[src/rtl/vlsu_pkg.sv]
// Shared types and default sizing for the VLSU meta-info done join.
// Consumers: vmeta_done_fifo, vmeta_done_join.
package vlsu_pkg;
    localparam int VMETA_ID_W       = 3;
    localparam int VMETA_DEPTH      = 4;
    localparam int VMETA_MAX_INFLT  = 4;

    typedef logic [VMETA_ID_W-1:0] vmeta_id_t;
endpackage

[src/rtl/vmeta_done_fifo.sv]
// In-order completion-id FIFO, one per side of the meta fork.
// Latency: push visible at head/empty the cycle after the handshake.
// Backpressure: push_ready_o = !full, independent of a same-cycle pop.
module vmeta_done_fifo
    import vlsu_pkg::*;
#(
    parameter int ID_W  = VMETA_ID_W,
    parameter int DEPTH = VMETA_DEPTH
) (
    input  logic            clk_i,
    input  logic            rst_ni,
    input  logic            push_valid_i,
    output logic            push_ready_o,
    input  logic [ID_W-1:0] push_id_i,
    input  logic            pop_i,
    output logic            empty_o,
    output logic            full_o,
    output logic [ID_W-1:0] head_o
);
    localparam int AW = $clog2(DEPTH);
    localparam int PW = AW + 1;

    logic [PW-1:0]   r_wr_ptr;
    logic [PW-1:0]   r_rd_ptr;
    logic [ID_W-1:0] r_mem [DEPTH];
    logic            w_push;
    logic            w_pop;

    // Extra pointer bit separates full from empty when the index bits match.
    assign full_o       = (r_wr_ptr[AW] != r_rd_ptr[AW]) &&
                          (r_wr_ptr[AW-1:0] == r_rd_ptr[AW-1:0]);
    assign empty_o      = (r_wr_ptr == r_rd_ptr);
    assign push_ready_o = !full_o;
    assign w_push       = push_valid_i && !full_o;
    assign w_pop        = pop_i && !empty_o;
    assign head_o       = r_mem[r_rd_ptr[AW-1:0]];

    always_ff @(posedge clk_i) begin
        if (!rst_ni) begin
            r_wr_ptr <= '0;
            r_rd_ptr <= '0;
        end else begin
            if (w_push) r_wr_ptr <= r_wr_ptr + PW'(1);
            if (w_pop)  r_rd_ptr <= r_rd_ptr + PW'(1);
        end
    end

    always_ff @(posedge clk_i) begin
        if (w_push) r_mem[r_wr_ptr[AW-1:0]] <= push_id_i;
    end
endmodule

[src/rtl/vmeta_done_join.sv]
// Joins seq/shf completion tokens into one done token; tracks in-flight count for issue credit.
// Latency: 1 cycle from the last side's handshake to done_valid_o. Optional macro VLSU_DONE_ID_CHECK_EN adds id_err_o.
// Backpressure: done held stable while !done_ready_i; side readys drop only when their FIFO is full.
module vmeta_done_join
    import vlsu_pkg::*;
#(
    parameter int ID_W         = VMETA_ID_W,
    parameter int DEPTH        = VMETA_DEPTH,
    parameter int MAX_INFLIGHT = VMETA_MAX_INFLT
) (
    input  logic                                clk_i,
    input  logic                                rst_ni,
    input  logic                                issue_fire_i,
    output logic                                credit_o,
    input  logic                                seq_done_valid_i,
    output logic                                seq_done_ready_o,
    input  logic [ID_W-1:0]                     seq_done_id_i,
    input  logic                                shf_done_valid_i,
    output logic                                shf_done_ready_o,
    input  logic [ID_W-1:0]                     shf_done_id_i,
    output logic                                done_valid_o,
    input  logic                                done_ready_i,
    output logic [ID_W-1:0]                     done_id_o,
    output logic [$clog2(MAX_INFLIGHT+1)-1:0]   inflight_o
`ifdef VLSU_DONE_ID_CHECK_EN
    ,
    output logic                                id_err_o
`endif
);
    localparam int              CW      = $clog2(MAX_INFLIGHT + 1);
    localparam logic [CW-1:0]   MAX_CNT = CW'(MAX_INFLIGHT);

    logic            w_seq_empty;
    logic            w_shf_empty;
    logic            w_seq_full;
    logic            w_shf_full;
    logic [ID_W-1:0] w_seq_head;
    logic            w_join;
    logic [CW-1:0]   r_inflight;

    assign done_valid_o = !w_seq_empty && !w_shf_empty;
    assign w_join       = done_valid_o && done_ready_i;
    assign done_id_o    = w_seq_head;

    vmeta_done_fifo #(.ID_W(ID_W), .DEPTH(DEPTH)) u_seq_fifo (
        .clk_i        (clk_i),
        .rst_ni       (rst_ni),
        .push_valid_i (seq_done_valid_i),
        .push_ready_o (seq_done_ready_o),
        .push_id_i    (seq_done_id_i),
        .pop_i        (w_join),
        .empty_o      (w_seq_empty),
        .full_o       (w_seq_full),
        .head_o       (w_seq_head)
    );

`ifdef VLSU_DONE_ID_CHECK_EN
    logic [ID_W-1:0] w_shf_head;
    logic            r_id_err;
`endif

    vmeta_done_fifo #(.ID_W(ID_W), .DEPTH(DEPTH)) u_shf_fifo (
        .clk_i        (clk_i),
        .rst_ni       (rst_ni),
        .push_valid_i (shf_done_valid_i),
        .push_ready_o (shf_done_ready_o),
        .push_id_i    (shf_done_id_i),
        .pop_i        (w_join),
        .empty_o      (w_shf_empty),
        .full_o       (w_shf_full),
`ifdef VLSU_DONE_ID_CHECK_EN
        .head_o       (w_shf_head)
`else
        .head_o       ()
`endif
    );

    always_ff @(posedge clk_i) begin
        if (!rst_ni) begin
            r_inflight <= '0;
        end else begin
            case ({issue_fire_i, w_join})
                2'b10:   r_inflight <= r_inflight + CW'(1);
                2'b01:   r_inflight <= r_inflight - CW'(1);
                default: r_inflight <= r_inflight;
            endcase
        end
    end

    assign inflight_o = r_inflight;
    assign credit_o   = (r_inflight < MAX_CNT);

    // Counter never saturates; these catch the caller overrunning either end.
    always_ff @(posedge clk_i) begin
        if (rst_ni) begin
            assert (!(issue_fire_i && !credit_o));
            assert (!(w_join && (r_inflight == '0)));
        end
    end

`ifdef VLSU_DONE_ID_CHECK_EN
    always_ff @(posedge clk_i) begin
        if (!rst_ni) begin
            r_id_err <= 1'b0;
        end else if (w_join && (w_seq_head != w_shf_head)) begin
            r_id_err <= 1'b1;
        end
    end

    always_ff @(posedge clk_i) begin
        if (rst_ni && w_join) begin
            assert (w_seq_head == w_shf_head)
                else $warning("vmeta_done_join: seq/shf head id disagree on join");
        end
    end

    assign id_err_o = r_id_err;
`endif

    logic w_unused;
    assign w_unused = w_seq_full ^ w_shf_full;
endmodule

[config.mk]
export PLATFORM = sky130hd
export DESIGN_NAME = vmeta_done_join
export DESIGN_NICKNAME = d
export VERILOG_FILES = /design/src/rtl/vlsu_pkg.sv /design/src/rtl/vmeta_done_fifo.sv /design/src/rtl/vmeta_done_join.sv
export SDC_FILE = /design/constraint.sdc
export NUM_CORES = 1
export LEC_CHECK = 0
export ABC_AREA = 1
export BUFFER_PORTS_ARGS = -buffer_cell sky130_fd_sc_hd__buf_2
export CAP_MARGIN = 15
export CORE_UTILIZATION = 55
export CTS_CLUSTER_SIZE = 28
export DETAILED_ROUTE_END_ITERATION = 6
export PLACE_DENSITY = 0.78
export SLEW_MARGIN = 20
export SYNTH_ARGS = -nofsm -noshare
export SYNTH_HDL_FRONTEND = slang
export SYNTH_SLANG_ARGS = --single-unit
[constraint.sdc]
create_clock -name clk_i -period 2.35 [get_ports clk_i]
set_input_delay 0.235 -clock clk_i [delete_from_list [all_inputs] [get_ports clk_i]]
set_output_delay 0.235 -clock clk_i [all_outputs]
set_load 0.05 [all_outputs]
=== Word level (Yosys, flattened, before mapping) ===
Memories as Yosys holds them, arrays and structs flattened. A register that Yosys moved wholly into a read port is not among the register bits.
Cells that the tools add are included.

* Muxes and demuxes: 5
* Add/subtract/negate cells: 6
* $lt $le $gt $ge: 1
* Eq/ne operators: 8
* Reductions and logical operators: 13

{| class="wikitable"
|+ Operators by type and width
! kind !! count
|-
| 3-bit by 1-bit adder with 3-bit output, second input constant || 5
|-
| 1-bit logical AND || 8
|-
| 3-bit == test || 2
|-
| 3-bit case mux with 2 select lines || 1
|-
| 2-bit == test || 2
|-
| 1-bit logical NOT || 4
|-
| 2-bit 2-to-1 mux || 2
|-
| 3-bit < comparator, second input constant || 1
|-
| 3-bit by 1-bit subtractor with 3-bit output, second input constant || 1
|-
| 2-bit by 1-bit == test with 1-bit output, second input constant || 1
|-
| 2-bit == test, second input constant || 1
|-
| 1-bit 2-to-1 mux || 2
|-
| 1-bit inequality test || 2
|-
| 2-bit nonzero test || 1
|}

* RAM bits: 12
* Memories kept: 1
* Input port bits: 12
* Flip-flop bits (word level): 15
* Word-level logic and storage cells: 39

{| class="wikitable"
|+ Memories
! name !! words !! width !! read ports !! clocked after Yosys merged registers in !! wr ports !! line !! text
|-
| u_seq_fifo.r_mem || 4 || 3 || 1 || 1 || 1 || vmeta_done_fifo.sv:25 || <nowiki>logic [ID_W-1:0] r_mem [DEPTH];</nowiki>
|}

=== Depth between registers and ports, before layout ===
Gate-level depths: netlist of the first run.

* Word-level depth: 7
* Mapped depth: 14
* Mapped depth without buffers: 13

=== By module ===
Synthesis of the first run repeated with hierarchy kept, for this count alone.

* Cell total of the unflattened synthesis: 232
* Area total of the unflattened synthesis: 2,060.7 µm²

{| class="wikitable"
|+ Modules (own cells, without submodules)
! module !! cells an instance !! area each (µm²) !! times used
|-
| vmeta_done_fifo (u_shf_fifo) || 104 || 942.2 || 1
|-
| vmeta_done_fifo (u_seq_fifo) || 102 || 932.1 || 1
|-
| vmeta_done_join || 26 || 186.4 || 1
|}

=== Least setup slack after synthesis of the first run ===
No wires, ideal clock.

* Path type: reg2reg
* Start point: register u_seq_fifo.r_wr_ptr[0]
* End point: register r_inflight[2], in the netlist inflight_o[2]
* Clock period less this slack: 2.044 ns
* Data arrival time: 1.903 ns
* Path buffers: 1
* Library setup time: 0.141 ns
* Setup slack: 0.306 ns
* Cell stages (with the launch flop): 15
* Cell sequence: dfxtp_1 > inv_1 > nand2_1 > nand2_1 > nand3_2 > nand3_2 > buf_6 > inv_1 > ha_1 > inv_1 > fa_1 > a21oi_1 > o21ai_0 > o21ai_0 > a21oi_1

* Word-level cells in the longest chain between the ends: 6
* Elaborated cells on any way between the ends: 8

{| class="wikitable"
|+ Ends and longest elaborated chain
! element !! line !! text
|-
| from (decl) || vmeta_done_fifo.sv:23 || <nowiki>logic [PW-1:0] r_wr_ptr;</nowiki>
|-
| from (signal assigned) || vmeta_done_fifo.sv:43 || <nowiki>if (w_push) r_wr_ptr <= r_wr_ptr + PW'(1);</nowiki>
|-
| 3-bit == test * || vmeta_done_fifo.sv:32 || <nowiki>assign empty_o = (r_wr_ptr == r_rd_ptr);</nowiki>
|-
| 1-bit logical NOT * || vmeta_done_join.sv:41 || <nowiki>assign done_valid_o = !w_seq_empty && !w_shf_empty;</nowiki>
|-
| 1-bit logical AND * || vmeta_done_join.sv:41 ||
|-
| 1-bit logical AND * || vmeta_done_join.sv:42 || <nowiki>assign w_join = done_valid_o && done_ready_i;</nowiki>
|-
| 2-bit by 1-bit == test with 1-bit output / 2-bit == test (equally long branches) || vmeta_done_join.sv:82 || <nowiki>case ({issue_fire_i, w_join})</nowiki>
|-
| 3-bit case mux with 2 select lines / 2-bit nonzero test (equally long branches) || -- ||
|-
| to (signal assigned) || vmeta_done_join.sv:83 || <nowiki>2'b10: r_inflight <= r_inflight + CW'(1);</nowiki>
|-
| to (signal assigned) || vmeta_done_join.sv:84 || <nowiki>2'b01: r_inflight <= r_inflight - CW'(1);</nowiki>
|-
| to (signal assigned) || vmeta_done_join.sv:85 || <nowiki>default: r_inflight <= r_inflight;</nowiki>
|-
| to (decl) || vmeta_done_join.sv:39 || <nowiki>logic [CW-1:0] r_inflight;</nowiki>
|}

Mark *: on every way between the ends. The rest lies on a longest branch, timed or not.
A chain may end at the register's enable or synchronous reset.

=== Final worst setup path of the first run ===
* Start point: register u_seq_fifo.r_wr_ptr[1]
* End point: register r_inflight[2], in the netlist inflight_o[2]

Same word-level chain as after synthesis.

==> results of run 1 <==
## flip-flops by register name, indices dropped and copies added (netlist names), named ones only
name,cells
u_seq_fifo.r_wr_ptr,3
inflight_o,3
u_seq_fifo.r_rd_ptr,3
u_shf_fifo.r_wr_ptr,3
u_shf_fifo.r_rd_ptr,3
u_seq_fifo.r_mem,12
## path summary, 6_finish.rpt
check | startpoint | end | depth (start not counted) | slack, ns
min | seq_done_id_i[1] | u_seq_fifo.r_mem[2][1] | 1 | 0.12
max reg2reg | u_seq_fifo.r_wr_ptr[1] | inflight_o[2] | 13 | 0.30
min reg2reg | inflight_o[0] | inflight_o[0] | 1 | 0.48
max | u_seq_fifo.r_wr_ptr[1] | inflight_o[2] | 13 | 0.30
## where the power goes
part | total (mW) | internal, mW | switching, mW
combinational | 0.395 | 0.110 | 0.285
sequential | 0.609 | 0.571 | 0.0381
clock | 0.294 | 0.112 | 0.181
## worst reg2reg max path, stage by stage (launching register included)
cell and delay, ns:
sky130_fd_sc_hd__dfxtp_1 0.42, sky130_fd_sc_hd__inv_1 0.11, sky130_fd_sc_hd__nand2_1 0.07, sky130_fd_sc_hd__nand2_1 0.08
sky130_fd_sc_hd__nand3_2 0.11, sky130_fd_sc_hd__nand3_2 0.09, sky130_fd_sc_hd__inv_1 0.06, sky130_fd_sc_hd__ha_1 0.13
sky130_fd_sc_hd__inv_1 0.06, sky130_fd_sc_hd__fa_1 0.38, sky130_fd_sc_hd__a21oi_1 0.15, sky130_fd_sc_hd__o21ai_0 0.11
sky130_fd_sc_hd__o21ai_0 0.16, sky130_fd_sc_hd__a21oi_1 0.05
## Yosys cell counts, drive strengths merged
| library cell | instances | area (um2) |
|---|---|---|
| inv | 31 | 116 |
| nand3b | 1 | 7.51 |
| fa | 1 | 20.0 |
| nand2 | 28 | 108 |
| xor2 | 4 | 35.0 |
| a21oi | 8 | 40.0 |
| o22ai | 3 | 18.8 |
| xnor2 | 1 | 8.76 |
| edfxtp | 12 | 360 |
| nor2 | 25 | 93.8 |
| clkbuf | 1 | 3.75 |
| o21ai | 14 | 70.1 |
| o21bai | 2 | 18.8 |
| dfxtp | 17 | 340 |
| nand4 | 3 | 18.8 |
| buf | 1 | 11.3 |
| nand3 | 5 | 40.0 |
| ha | 8 | 100 |
## stage by stage
step | power (mW) | worst slack (ns) | cells
6_report | 1.30 | 0.296 | 218
5_1_grt | 1.39 | 0.0229 | 218
4_1_cts | 1.30 | 0.280 | 218
3_5_place_dp | 1.01 | 0.299 | 210
3_3_place_gp | 0.998 | 0.334 | 210
2_1_floorplan | 0.926 | 0.306 | 165
## cells by family after synthesis
| family | synth area share, % |
|---|---|
| fa+ha+maj | 8.51 |
| buf+inv | 9.31 |
| compound gates | 10.5 |
| flops | 49.6 |
| xor+xnor | 3.10 |
| simple gates | 19.0 |
## cell type report
class / count / area [um2] / share of cell area [%]
Tap cell: 28 / 35.0 / 2.21
Multi-Input combinational cell: 103 / 579 / 36.5
Clock buffer: 5 / 37.5 / 2.37
Clock inverter: 3 / 17.5 / 1.10
Timing Repair Buffer: 19 / 97.6 / 6.16
Sequential cell: 29 / 702 / 44.3
Inverter: 31 / 116 / 7.34
## per-layer routing
layer | vias to the layer above | wire (um) | global-route usage, %
met5 | - | 0 | 0
met3 | 5 | 108 | 8.99
li1 | 575 | - | -
met4 | 0 | 44 | 12.3
met1 | 510 | 1180 | 26.2
met2 | 20 | 1140 | 35.4
## what timing repair did
action,CTS,global route
setup buffers,0,0
endpoints found under the hold margin,0,0
endpoints found under the setup margin,0,1
hold buffers,0,0
resized for setup,0,1
==> reports/qor_table.md, run 1 <==
| Quantity | This run |
|:---|:---|
| Utilization after layout | 68.4% |
| Largest fanout of any net on the critical path | 5 |
| Net count after synthesis | 186 |
| Total power density per cell area | 819 nW/um2 |
| Final count of negative-setup-slack endpoints | 0 |
| Worst Tran Pin Value | 0.323 ns |
| Final instance area | 1590 um2 |
| Highest-count cells in the layout ignoring fill and taps | sky130_fd_sc_hd__inv_1 (29), sky130_fd_sc_hd__nand2_1 (27), sky130_fd_sc_hd__nor2_1 (25) |
| Number of clock sinks | 29 |
| Proportion of layout cells with a drive suffix above 1 | 18.4% |
| H-tree depth | 2 |
| Clock Latency Late Sink | 0.34 ns |
| Die area | 2770 um2 |
| Site row count | 17 |
| Number of antenna violations at the first check in global routing | 0 |
| Ports | 22 |
| Clock tree from TritonCTS | done |
| Clock-pin slew reported for the worst setup and hold paths after clock tree synthesis | 0.09 ns |
| Number of detailed-route iterations in the first pass | 4 |
| Gp weighted congestion | 0.774 |
| Crit path launch type | register |
| Hold/Removal Path Class | in -> reg |
| Syn-to-layout area delta | 12.3% |
| Placeable core region | 2320 um2 |
| Number of buffers between clock root and the deepest sink | 2 |
| Worst supply voltage drop on vdd | 0.546 mV |
| Slowest cell on the critical path | sky130_fd_sc_hd__dfxtp_1 |
| Final critical path time including I/O delays and setup | 2.05 ns |
| Cell-by-cell trace of the critical path | inv_1, nand2_1, nand2_1, nand3_2, nand3_2, inv_1, ha_1, inv_1, fa_1, a21oi_1, o21ai_0, o21ai_0, a21oi_1 |
| Number of vias per cell | 5.09 |
| Overflow after GRT | 0 |
| Most frequent standard cell in the layout excluding fill and tap cells | sky130_fd_sc_hd__inv_1 |
| Total standard cell area after synthesis | 1410 um2 |
| Leakage power | 0.747 nW |
| Number of library cell types mapped by synthesis | 22 |
| Number of buffers and inverters on the critical path | 3 |
| Hold slack | 0.122 ns |
| Number of filler instances in the final layout | 209 |
| Overall fraction of global-route tracks in use | 22.6% |
| Worst setup skew after layout | 0.0121 ns |
| Post-Place Cell Area | 1530 um2 |
| CTS buffer count | 5 |
| Required time worst endpoint | 2.58 ns |
| Wire length of the first global-routing pass | 4300 um |
| Post-detail-place hpwl | 1840 um |
| Number of max-capacitance violations reported | 0 |
| Peak per-stage delay on the critical path | 0.42 ns |
| Syn Inst Count | 165 |
| Largest net degree at the start of global routing | 11 |
| Total negative slack for setup checks | 0 ns |
| Overall die height | 52.7 um |
| Number of vias in the routed layout | 1110 |
| Crit path top cell by count | sky130_fd_sc_hd__inv_1 |
| Net total in the final layout | 210 |
| Number of buffer cells added on primary ports | 18 |
| Post-detailed-route wirelength per cell | 11.4 um |
| Routed WL | 2480 um |
| Number of warnings printed during yosys synthesis | 0 |
| Unrepaired setup endpoints after global routing | no |
| Remaining antenna violation count | 0 |
| Number of DRC violations after detailed-routing iteration 0 | 22 |
| Starting utilization of the core area | 60.9% |
| Portion of the post-synthesis area used by sequential elements | 49.6% |
| Worst Setup End Kind | register |
| Category of the most critical setup path | reg -> reg |
| DRC violations left | 0 |
| Critical Path AT | 2.28 ns |
| Slew headroom | 78.4% |
| Seq cells post-synth | 29 |
| Horiz. Die Dim | 52.7 um |
| Result of the run | completed |
| Number of global-route vias before repair | 1037 |
| Clock root buffer master | sky130_fd_sc_hd__clkbuf_4 |
| Count of inserted antenna diode cells | 0 |
| Ratio of final minimum period to clock period | 87.4% |
| Pins over their slew limit | 0 |
| Max Fclk | 0.487 GHz |
| Synthesized area divided by synthesized cell count | 8.55 um2 |
| Final Hold Fails | 0 |
| Critical path's top delay family | adder cells |
No activity file was read; power rests on OpenSTA's default activity.
==> run 2, diff against run 1 <==
==> constraint.sdc (replaced) <==
create_clock -name clk_i -period 2.35 [get_ports clk_i]
set_input_delay 0.3525 -clock clk_i [delete_from_list [all_inputs] [get_ports clk_i]]
set_output_delay 0.3525 -clock clk_i [all_outputs]
set_load 0.05 [all_outputs]
==> run 2 against run 1 <==
- critical path depth unchanged
- worst setup slack worse by 0.052 ns
- sequential power about the same
- first-iteration DRC count up 55%
- sequential share of layout area up 0.096 points
- largest cell class unchanged
- critical endpoint unchanged
- maximum frequency down 2.5%
- count of clock-buffer cells in the layout unchanged
==> reports/qor_table.md, run 2 (same netlist as run 1, synthesis figures left out) <==
| Quantity | This run | vs previous |
|:---|:---|:---|
| Site row count | 17 | unchanged |
| Total stage count of the critical path | 13 | unchanged |
| Syn-to-layout area delta | 11.9% |  |
| Worst Setup End Kind | register |  |
| Endpoint of the worst-slack reg-to-reg timing path | inflight_o[2] |  |
| Total power density per cell area | 802 nW/um2 | -2.1% |
| Number of detailed-route iterations in the first pass | 4 | unchanged |
| Number of vias in the routed layout | 1087 | -2.1% |
| Cell-by-cell trace of the critical path | inv_1, nand2_1, nand2_1, nand3_2, nand3_2, inv_1, ha_1, inv_1, fa_1, a21oi_1, o21ai_0, o21ai_0, a21oi_1 |  |
| Number of buffer cells added on primary ports | 18 | unchanged |
| Peak per-stage delay on the critical path | 0.41 ns | about the same |
| Worst supply voltage drop on vdd | 0.517 mV | -5.3% |
| Count of inserted antenna diode cells | 0 | unchanged |
| Routed WL | 2320 um | -6.5% |
| Remaining antenna violation count | 0 | unchanged |
| Final count of negative-setup-slack endpoints | 0 | unchanged |
| Starting utilization of the core area | 60.9% | unchanged |
| Pins over their slew limit | 0 | unchanged |
| Overall fraction of global-route tracks in use | 20.8% | -1.8 points |
| Cts repair resizes | 0 | unchanged |
| Die area | 2770 um2 | unchanged |
| Final Hold Fails | 0 | unchanged |
| Number of max-capacitance violations reported | 0 | unchanged |
| Number of clock sinks | 29 | unchanged |
| Unrepaired setup endpoints after global routing | no |  |
| Number of antenna violations at the first check in global routing | 0 | unchanged |
| Largest net degree at the start of global routing | 11 | unchanged |
| Crit path top cell by count | sky130_fd_sc_hd__inv_1 |  |
| Number of cells on the worst reg-to-reg path | 13 | unchanged |
| Slew headroom | 78.4% | about the same |
| Final instance area | 1580 um2 | -0.39% |
| Required time worst endpoint | 2.56 ns | -0.02 ns |
| Proportion of layout cells with a drive suffix above 1 | 16.8% | -1.6 points |
| Total negative slack for setup checks | 0 ns | unchanged |
| Ratio of final minimum period to clock period | 89.6% | +2.2 points |
| Wire length of the first global-routing pass | 4020 um | -6.6% |
| DRC violations left | 0 | unchanged |
| Number of vias per cell | 4.99 | -2.1% |
| Crit path launch type | register |  |
| Number of buffers between clock root and the deepest sink | 2 | unchanged |
| Net total in the final layout | 210 | unchanged |
| Max FFs per register | 12 | unchanged |
| Horiz. Die Dim | 52.7 um | unchanged |
| Hold Path End | u_seq_fifo.r_mem[0][2] |  |
| Number of global-route vias before repair | 982 | -5.3% |
| Critical path's top delay family | adder cells |  |
| Post-Place Cell Area | 1530 um2 | unchanged |
| Utilization after layout | 68.1% | -0.27 points |
| Number of DRC violations after detailed-routing iteration 0 | 34 | +55% |
| Highest-count cells in the layout ignoring fill and taps | sky130_fd_sc_hd__inv_1 (29), sky130_fd_sc_hd__nand2_1 (27), sky130_fd_sc_hd__nor2_1 (25) |  |
| CTS buffer count | 5 | unchanged |
| Post-CTS setup buffers | 0 | unchanged |
| Overflow after GRT | 0 | unchanged |
| Source of the worst hold timing path | seq_done_id_i[2] |  |
| Clock-pin slew reported for the worst setup and hold paths after clock tree synthesis | 0.08 ns | about the same |
| Most frequent standard cell in the layout excluding fill and tap cells | sky130_fd_sc_hd__inv_1 |  |
| WHS Path Cells | 1 | unchanged |
| Clock tree from TritonCTS | done |  |
| Final critical path time including I/O delays and setup | 2.11 ns | +0.0518 ns |
| Placeable core region | 2320 um2 | unchanged |
| Leakage power | 0.746 nW | -0.16% |
| Post-detailed-route wirelength per cell | 10.6 um | -6.5% |
| Slowest cell on the critical path | sky130_fd_sc_hd__dfxtp_1 |  |
| Max Fclk | 0.475 GHz | -2.5% |
| Gp weighted congestion | 0.795 | +2.7% |
| Launching instance or port of the critical path | u_seq_fifo.r_wr_ptr[0] |  |
| Result of the run | completed |  |
| Worst setup skew after layout | 0.00574 ns | -0.00639 ns |
| Largest fanout of any net on the critical path | 5 | unchanged |
| Reg-to-reg critical path startpoint | u_seq_fifo.r_wr_ptr[0] |  |
| Category of the most critical setup path | reg -> reg |  |
| Critical Path AT | 2.31 ns | +0.03 ns |
| Ports | 22 | unchanged |
| Worst Tran Pin Value | 0.323 ns | -0.000215 ns |
| Cts-stage hold buffer count | 0 | unchanged |
| Number of buffers and inverters on the critical path | 3 | unchanged |
| Hold/Removal Path Class | in -> reg |  |
| Slack of the worst reg-to-reg path | 0.24 ns | -0.05 ns |
| Clock Latency Late Sink | 0.31 ns | -0.03 ns |
| Clock root buffer master | sky130_fd_sc_hd__clkbuf_4 |  |
| Overall die height | 52.7 um | unchanged |
| H-tree depth | 2 | unchanged |
| Post-detail-place hpwl | 1770 um | -4.1% |
## run 2: changes by cell type in the layout (fill, tap and decap cells not counted)
cell                         delta
sky130_fd_sc_hd__clkinv_1       +2
sky130_fd_sc_hd__clkinv_2       -1
sky130_fd_sc_hd__clkinvlp_4     -1
sky130_fd_sc_hd__dfxtp_1        +1
sky130_fd_sc_hd__dfxtp_2        -1
## run 2: where the power goes
part,internal [mW],switching [mW]
Clock,0.108,0.159
Sequential,0.571,0.0366
Combinational,0.110,0.282
Total,0.788,0.478
## run 2: area by class of cell
cell class                      count  area, um2
Timing Repair Buffer               19       97.6
Clock buffer                        5       37.5
Sequential cell                    29        701
Tap cell                           28       35.0
Multi-Input combinational cell    103        579
Inverter                           31        116
Clock inverter                      3       12.5
Fill cell                         190        739
## run 2: how the worst max path moves through the flow
stage / to / slack, ns
after floorplan: inflight_o[2] / 0.31
after global placement: inflight_o[2] / 0.33
after detailed placement: inflight_o[2] / 0.27
after CTS: inflight_o[2] / 0.24
after global routing: inflight_o[2] / 0.001
final: inflight_o[2] / 0.24
## run 2: per-layer routing
layer  global-route usage, %  wire [um]
met1                    25.6       1070
met2                    32.7       1080
met3                    8.12        149
met4                    7.89         24
met5                       0          0
## run 2: metrics by stage
step	total power, mW	cells	hold slack, ns	setup slack [ns]
after floorplan	0.926	165	0.451	0.306
after detailed placement	1.01	210	0.467	0.268
final	1.27	218	0.252	0.244
after CTS	1.28	218	0.240	0.240
after global routing	1.36	218	0.223	0.00129
after global placement	0.998	210	0.451	0.332
